`src/rtl/wb_arbiter2.sv`:
```
// Two-master to one-slave Wishbone arbiter in front of the CPU memory block.
// Port 0 is the load/store unit, port 1 instruction fetch; one transaction in flight.
module wb_arbiter2 #(
    parameter bit          ROUND_ROBIN = 1'b1,
    parameter int unsigned TIMEOUT     = 0
) (
    input  logic        i_clk,
    input  logic        i_reset,
    input  logic        i_m0_stb,
    input  logic [31:0] i_m0_addr,
    input  logic [31:0] i_m0_data,
    input  logic        i_m0_we,
    input  logic [2:0]  i_m0_sel,
    output logic [31:0] o_m0_data,
    output logic        o_m0_ack,
    output logic        o_m0_err,
    output logic        o_m0_stall,
    input  logic        i_m1_stb,
    input  logic [31:0] i_m1_addr,
    input  logic [31:0] i_m1_data,
    input  logic        i_m1_we,
    input  logic [2:0]  i_m1_sel,
    output logic [31:0] o_m1_data,
    output logic        o_m1_ack,
    output logic        o_m1_err,
    output logic        o_m1_stall,
    output logic        o_wb_stb,
    output logic [31:0] o_wb_addr,
    output logic [31:0] o_wb_data,
    output logic        o_wb_we,
    output logic [2:0]  o_wb_sel,
    input  logic [31:0] i_wb_data,
    input  logic        i_wb_ack,
    input  logic        i_wb_stall
);

    localparam int unsigned CNT_W    = (TIMEOUT > 1) ? $clog2(TIMEOUT) : 1;
    localparam int unsigned CNT_LAST = (TIMEOUT == 0) ? 0 : TIMEOUT - 1;

    typedef enum logic [2:0] {IDLE, ISSUE0, ISSUE1, WAIT0, WAIT1} state_t;

    state_t             state, state_nx;
    logic               last_grant;
    logic [31:0]        lat_addr, lat_data;
    logic               lat_we;
    logic [2:0]         lat_sel;
    logic [CNT_W-1:0]   wait_cnt;
    logic               req_any, grant_port, timed_out;

    // On a tie, round-robin favours the port that did not win last time
    always_comb begin
        req_any    = i_m0_stb | i_m1_stb;
        grant_port = i_m1_stb;
        if (i_m0_stb && i_m1_stb)
            grant_port = ROUND_ROBIN ? ~last_grant : 1'b0;
    end

    assign timed_out = (TIMEOUT != 0) && (wait_cnt == CNT_W'(CNT_LAST));

    assign o_wb_addr = lat_addr;
    assign o_wb_data = lat_data;
    assign o_wb_we   = lat_we;
    assign o_wb_sel  = lat_sel;

    always_ff @(posedge i_clk) begin
        if (i_reset) begin
            state      <= IDLE;
            last_grant <= 1'b1;
            lat_addr   <= '0;
            lat_data   <= '0;
            lat_we     <= 1'b0;
            lat_sel    <= '0;
            wait_cnt   <= '0;
        end else begin
            state <= state_nx;
            if (state == IDLE && req_any) begin
                last_grant <= grant_port;
                if (grant_port) begin
                    lat_addr <= i_m1_addr;
                    lat_data <= i_m1_data;
                    lat_we   <= i_m1_we;
                    lat_sel  <= i_m1_sel;
                end else begin
                    lat_addr <= i_m0_addr;
                    lat_data <= i_m0_data;
                    lat_we   <= i_m0_we;
                    lat_sel  <= i_m0_sel;
                end
            end
            // Held at zero while issuing so every wait starts from a clean count
            if (state == ISSUE0 || state == ISSUE1)
                wait_cnt <= '0;
            else if (state == WAIT0 || state == WAIT1)
                wait_cnt <= wait_cnt + CNT_W'(1);
        end
    end

    always_comb begin
        state_nx   = state;
        o_m0_stall = 1'b1;
        o_m1_stall = 1'b1;
        o_m0_ack   = 1'b0;
        o_m1_ack   = 1'b0;
        o_m0_err   = 1'b0;
        o_m1_err   = 1'b0;
        o_m0_data  = '0;
        o_m1_data  = '0;
        o_wb_stb   = 1'b0;
        case (state)
            IDLE: begin
                if (req_any) begin
                    if (grant_port) begin
                        o_m1_stall = 1'b0;
                        state_nx   = ISSUE1;
                    end else begin
                        o_m0_stall = 1'b0;
                        state_nx   = ISSUE0;
                    end
                end
            end
            ISSUE0: begin
                o_wb_stb = 1'b1;
                if (!i_wb_stall) state_nx = WAIT0;
            end
            ISSUE1: begin
                o_wb_stb = 1'b1;
                if (!i_wb_stall) state_nx = WAIT1;
            end
            WAIT0: begin
                if (i_wb_ack) begin
                    o_m0_ack  = 1'b1;
                    o_m0_data = i_wb_data;
                    state_nx  = IDLE;
                end else if (timed_out) begin
                    o_m0_ack = 1'b1;
                    o_m0_err = 1'b1;
                    state_nx = IDLE;
                end
            end
            WAIT1: begin
                if (i_wb_ack) begin
                    o_m1_ack  = 1'b1;
                    o_m1_data = i_wb_data;
                    state_nx  = IDLE;
                end else if (timed_out) begin
                    o_m1_ack = 1'b1;
                    o_m1_err = 1'b1;
                    state_nx = IDLE;
                end
            end
            default: state_nx = IDLE;
        endcase
    end

endmodule

```
`config.mk`:
```
export PLATFORM = sky130hd
export DESIGN_NAME = wb_arbiter2
export DESIGN_NICKNAME = d
export VERILOG_FILES = /design/src/rtl/wb_arbiter2.sv
export SDC_FILE = /design/constraint.sdc
export NUM_CORES = 1
export LEC_CHECK = 0
export ABC_AREA = 0
export CAP_MARGIN = 20
export CORE_AREA = 2 2 121 123
export DETAILED_ROUTE_END_ITERATION = 16
export DIE_AREA = 0 0 123 125
export PLACE_DENSITY = 0.68
export SLEW_MARGIN = 20
export SYNTH_ARGS = -nofsm -noshare
export SYNTH_HDL_FRONTEND = slang
export SYNTH_SLANG_ARGS = --single-unit
```
`constraint.sdc`:
```
create_clock -name i_clk -period 3.48 [get_ports i_clk]
set_input_delay 0.696 -clock i_clk [delete_from_list [all_inputs] [get_ports i_clk]]
set_output_delay 0.696 -clock i_clk [all_outputs]
set_load 0.03 [all_outputs]
```
==> results of run 1 <==
-- cells by family (layout without fill, tap and decap cells) --
logic type      after synthesis  count (layout)  synth area share (%)
compound gates              145             145                 28.84
xor+xnor                      1               1                0.2533
buf+inv                      51             336                 6.512
flops                        72              72                 41.68
mux                           2               2                0.6150
other cells                   1               2                0.1084
simple gates                151             151                 22.00
-- cells in the mapped netlist (all sizes together) --
cell,count
or2,1
nand2b,1
mux2,1
a2bb2oi,1
a211oi,68
xnor2,1
nand3,1
a31oi,2
nor3b,1
nor2b,1
o21ai,2
o21a,1
o22ai,68
dfxtp,72
a21oi,2
clkbuf,34
nor3,4
buf,14
mux2i,1
nor2,72
nor4b,1
and2,64
nand2,5
a2111oi,1
inv,3
conb,1
-- flip-flops by register name, summed over array words and instances (netlist names) --
| register | flops |
|---|---|
| o_wb_data | 32 |
| o_wb_sel | 3 |
| state | 3 |
| last_grant | 1 |
| o_wb_addr | 32 |
| o_wb_we | 1 |
-- through the flow --
step	util, %	power [mW]
floorplan	-	1.829
global placement	46.73	2.443
detailed placement	46.73	2.469
CTS	49.09	3.528
global route	49.09	3.676
finish	49.09	3.481
-- worst max-delay path: cells and delay by family --
kind | cells | cell delay [ps]
buf+inv | 3 | 1440
simple gates | 3 | 420
-- area by class of cell --
cell class              instances  area (um2)
fillers                      1379        7231
repair buffers                318        3143
multi-input cells             301        1812
flip-flops and latches         72        1441
well taps                     184       230.2
clock buffers                  10       229.0
clock inverters                 5       106.4
inverters                       3       11.26
-- where the power goes --
| part | leakage [nW] | internal, mW | switching, mW | total (mW) |
|---|---|---|---|---|
| combinational | 1.88 | 0.610 | 0.762 | 1.37 |
| clock | 0.159 | 0.698 | 0.344 | 1.04 |
| sequential | 0.599 | 0.977 | 0.0916 | 1.07 |
-- placed cells by master, fill, tap and decap left out, types with 2 or more instances in the layout --
cell             count
a21oi_1              2
clkbuf_16            9
nor2_1              72
clkdlybuf4s50_1    273
a211oi_1            68
o22ai_1             68
dfxtp_1             72
nor3_1               2
bufinv_16            3
a31oi_1              2
inv_1                3
and2_1              64
buf_4               38
conb_1               2
buf_12               6
nand2_1              4
-- routing by layer --
layer  vias up  global-route usage, %  share of wire [%]  routed length, um
met5         -                      0                  0                  0
met4         0                  6.016                1.9                265
met3        19                  4.015                7.8               1094
met2       167                  31.20                 50               6990
met1      1914                  20.24                 41               5707
li1       2096                      -                  -                  -
-- how the worst min path moves through the flow --
stage               endpoint  slack (ps)  depth (start not counted)
2_1_floorplan     last_grant         550                          2
3_3_place_gp   o_wb_data[13]         480                          2
3_5_place_dp   o_wb_data[20]         490                          2
4_1_cts         o_wb_data[5]         500                          2
5_1_grt        o_wb_addr[21]         520                          2
6_report        o_wb_data[5]         500                          2
==> metrics.cfg, run 1 <==
[timing]
setup_viol=0
rsz0062_at_grt=no
skew_ps=6.820
slew_viol_final=0
period_needed_ps=3263
min_period_over_period_pct=93.77
fin_ws_ps=216.7
fin_hold_ws_ps=495.3
slew_headroom_pct=51.64
hold_viol=0
setup_tns_ps=0
worst_pin_slew_ps=725.5
fmax_ghz=0.3064

[setup_path]
cp_cell_sequence=clkdlybuf4s50_1, nand2_1, nor3_2, buf_12, and2_1, clkdlybuf4s50_1
r2r-start=state[1]
regToRegSetupSlack_ps=1250
slowest_delay_ps=700
crit_path_frequent_cell=clkdlybuf4s50_1
crit_fanout=33
crit_path_end_kind=output pin
rr_worst_depth=5
cp-start-kind=input pin
worst_path_max_delay_cell=clkdlybuf4s50_1
r2r-end=o_wb_data[11]
critPathKind=input pin to output pin
critPathLaunch=i_wb_ack
required_ps=2780
crit_end=o_m1_data[8]
critPathArrivalTime_ps=2570

[synth]
syn_area_per_cell_um2=8.176
synth_cells=423
synth.distinct_cells=31
netlist.area_leader.share_pct=41.68
yosys_register_bits=72
yosysWarnings=0
netlist_area_um2=3458
synth_area_leaders=dfxtp_1 42%, a211oi_1 15%, o22ai_1 12%
synth.largest_area_cell=dfxtp_1
synth_seq_area_share_pct=41.68

[placed_design]
pre_cts_slack_ps=239.0
hpwl_um=10440
placed_area_um2=6638
placed_cells=878
gp_congestion=0.8266
port_buffers=310

[clock_tree]
cts_root_buf=clkbuf_16
cts_tree=built
clk_latency_ps=330
holdBufCountCts=0
clockBufferDepth=2
cts_buffers=9
postCtsSetupBuffers=0
path_clk_slew_ps=60
cts_resized=0
h-tree-depth=3
cts_sinks=72

[die]
std_cell_rows=44
die_y_um=125
die_w_um=123
start_util_pct=24.35
io_pins=313
fp.dieArea_um2=15380
core_um2=14200

[routing]
wl_per_cell_um=15.74
drc=0
postRouteAntennaNets=0
vias_per_cell=4.699
first_iter_violations=131
drt_pre_antenna_iters=4
drt-total-wl_um=14060
vias=4196

[global_routing]
grt_pass1_wl_um=21270
grt_use_total_pct=17.49
grt_max_degree=70
grt_antenna_before_repair=0
grt_pass1_vias=4099
grt-ovfl-total=0

[status]
status=finished, final reports clean

[cells_and_area]
syn2layout_area_growth_pct=101.6
drive_above_1_share_pct=9.309
n_antenna_cell=0
stdcell_area_um2=6973
fin_cells=893
final_nets=879

[pwr]
ir_drop_mv=0.2357
powerDensity_nw_per_um2=499.2
leakage_nw=2.634

[min_path]
min_from=o_wb_data[5]
hold_class=flip-flop to flip-flop

[flow_run]
drv_cap=0

(Power assumes the default switching activity.)
==> run 2, diff against run 1 <==
--- a/config.mk
+++ b/config.mk
@@ -7,10 +7,10 @@
 export LEC_CHECK = 0
 export ABC_AREA = 0
 export CAP_MARGIN = 20
-export CORE_AREA = 2 2 121 123
+export CORE_AREA = 2 2 120 122
 export DETAILED_ROUTE_END_ITERATION = 16
-export DIE_AREA = 0 0 123 125
-export PLACE_DENSITY = 0.68
+export DIE_AREA = 0 0 122 124
+export PLACE_DENSITY = 0.77
 export SLEW_MARGIN = 20
 export SYNTH_ARGS = -nofsm -noshare
 export SYNTH_HDL_FRONTEND = slang
==> run 2 against run 1 <==
Critical path depth unchanged. Sequential power about the same. Clock power is 21% lower. Largest cell class unchanged. Non-clock buffer count unchanged. Sequential share of layout area increased by 0.40 points. Combinational power about the same. Wire length is 3.8% higher. Die area fell by 1.6%. Global-route usage grew 0.45 points. Clock-buffer cell count is 1 lower. Critical endpoint is now o_m1_data[3]. Utilization up 0.76 points.
==> metrics.cfg, run 2 (synthesis results as in run 1) <==
[status]
status=finished, final reports clean

[cells_and_area]
fin_cells=889  ; -0.45%
fillers=1330  ; -3.6%
drive_above_1_share_pct=9.027  ; -0.28 points
syn2layout_area_growth_pct=97.76
final_nets=879  ; unchanged
final_cell_mix=276 x clkdlybuf4s50_1, 72 x nor2_1, 72 x dfxtp_1
n_antenna_cell=0  ; unchanged
final_common_cell=clkdlybuf4s50_1

[global_routing]
grt-ovfl-total=0  ; unchanged
grt_pass1_wl_um=21180  ; -0.42%
grt_antenna_before_repair=0  ; unchanged
grt_pass1_vias=3891  ; -5.1%
grt_use_total_pct=17.94  ; +0.45 points
grt_max_degree=70  ; unchanged

[timing]
worst_pin_slew_ps=748.5  ; +23.10 ps
skew_ps=4.590  ; -2.230 ps
slew_viol_final=0  ; unchanged
setup_viol=0  ; unchanged
rsz0062_at_grt=no
fmax_ghz=0.3041  ; -0.75%
hold_viol=0  ; unchanged
min_period_over_period_pct=94.48  ; +0.71 points
slew_headroom_pct=50.10  ; -1.5 points
period_needed_ps=3288  ; +24.65 ps
setup_tns_ps=0  ; unchanged

[clock_tree]
clk_latency_ps=330  ; about the same
path_clk_slew_ps=50  ; about the same
clockBufferDepth=2  ; unchanged
cts_tree=built
cts_buffers=9  ; unchanged
cts_resized=0  ; unchanged
h-tree-depth=3  ; unchanged
postCtsSetupBuffers=0  ; unchanged
cts_root_buf=clkbuf_16
cts_sinks=72  ; unchanged
holdBufCountCts=0  ; unchanged

[flow_run]
drv_cap=0  ; unchanged

[routing]
drt-total-wl_um=14590  ; +3.8%
first_iter_violations=216  ; +65%
drt_pre_antenna_iters=4  ; unchanged
drc=0  ; unchanged
vias=4166  ; -0.71%
postRouteAntennaNets=0  ; unchanged
vias_per_cell=4.686  ; -0.27%
wl_per_cell_um=16.42  ; +4.3%

[pwr]
ir_drop_mv=0.2348  ; -0.41%
leakage_nw=2.587  ; -1.8%
powerDensity_nw_per_um2=476.8  ; -4.5%
total_power_mw=3.261  ; -6.3%

[setup_path]
r2r-start=state[2]
crit_end=o_m1_data[3]
crit_fanout=33  ; unchanged
critPathArrivalTime_ps=2590  ; +20 ps
cp-start-kind=input pin
crit_path_end_kind=output pin
regToRegSetupSlack_ps=1310  ; +60 ps
critPathLaunch=i_wb_ack
rr_worst_depth=5  ; unchanged
critPathKind=input pin to output pin
r2r-end=o_wb_data[16]
required_ps=2780  ; about the same

[die]
die_y_um=124  ; -0.80%
fp.dieArea_um2=15130  ; -1.6%
io_pins=313  ; unchanged
die_w_um=122  ; -0.81%
std_cell_rows=43  ; -2.3%
core_um2=13720  ; -3.4%
start_util_pct=25.21  ; +0.86 points

[placed_design]
port_buffers=310  ; unchanged
gp_congestion=0.8242  ; -0.29%
placed_cells=874  ; -0.46%
hpwl_um=10750  ; +3.0%

[min_path]
hold_class=flip-flop to flip-flop

run 2: cell types whose count changed in the layout (fill, tap and decap cells not counted):
cell             change
buf_12               -5
bufinv_16            -3
clkbuf_1             -1
clkinv_4             -1
buf_4                +2
inv_6                +1
clkdlybuf4s50_1      +3
clkinv_2             +4
run 2: per-layer routing:
layer	GRT usage, %	vias to the layer above	wire length (um)
met5	0	-	0
met4	6.034	0	276
met3	5.220	16	1082
met2	31.04	154	7513
met1	21.30	1899	5721
li1	-	2097	-
run 2: area by class of cell:
cell class	count	area (um2)	area share, %
Sequential cell	72	1441	21.08
Multi-Input combinational cell	301	1812	26.49
Tap cell	180	225.2	3.293
Timing Repair Buffer	318	3088	45.15
Clock buffer	9	225.2	3.293
Inverter	3	11.26	0.1647
Clock inverter	6	36.28	0.5306
run 2: metrics by stage:
step | hold WS, ps | worst slack [ps] | area, um2 | util [%]
after floorplan | 548.8 | 922.3 | 3462 | -
after global placement | 484.0 | 275.8 | 6578 | 47.94
after detailed placement | 490.1 | 188.7 | 6578 | 47.94
after CTS | 497.9 | 184.5 | 6839 | 49.85
after global routing | 520.2 | 73.12 | 6839 | 49.85
final | 494.6 | 192.0 | 6839 | 49.85
run 2: how the worst min path moves through the flow:
stage	to	from	cells past startpoint	slack, ps
global placement	o_wb_addr[7]	o_wb_addr[7]	2	480
global route	o_wb_addr[7]	o_wb_addr[7]	2	520
CTS	o_wb_data[13]	o_wb_data[13]	2	500
floorplan	last_grant	last_grant	2	550
detailed placement	o_wb_data[13]	o_wb_data[13]	2	490
finish	o_wb_addr[19]	o_wb_addr[19]	2	490
run 2: worst max-delay path, stage by stage:
cell and delay, ps:
clkdlybuf4s50_1 540, nand2_1 90, nor3_2 120, buf_4 280, and2_1 180, clkdlybuf4s50_1 680
run 2: where the power goes:
part,internal [mW],leakage [nW],total [mW],switching (mW)
clock network,0.475,0.131,0.820,0.345
logic,0.607,1.86,1.38,0.768
registers,0.977,0.599,1.07,0.0885
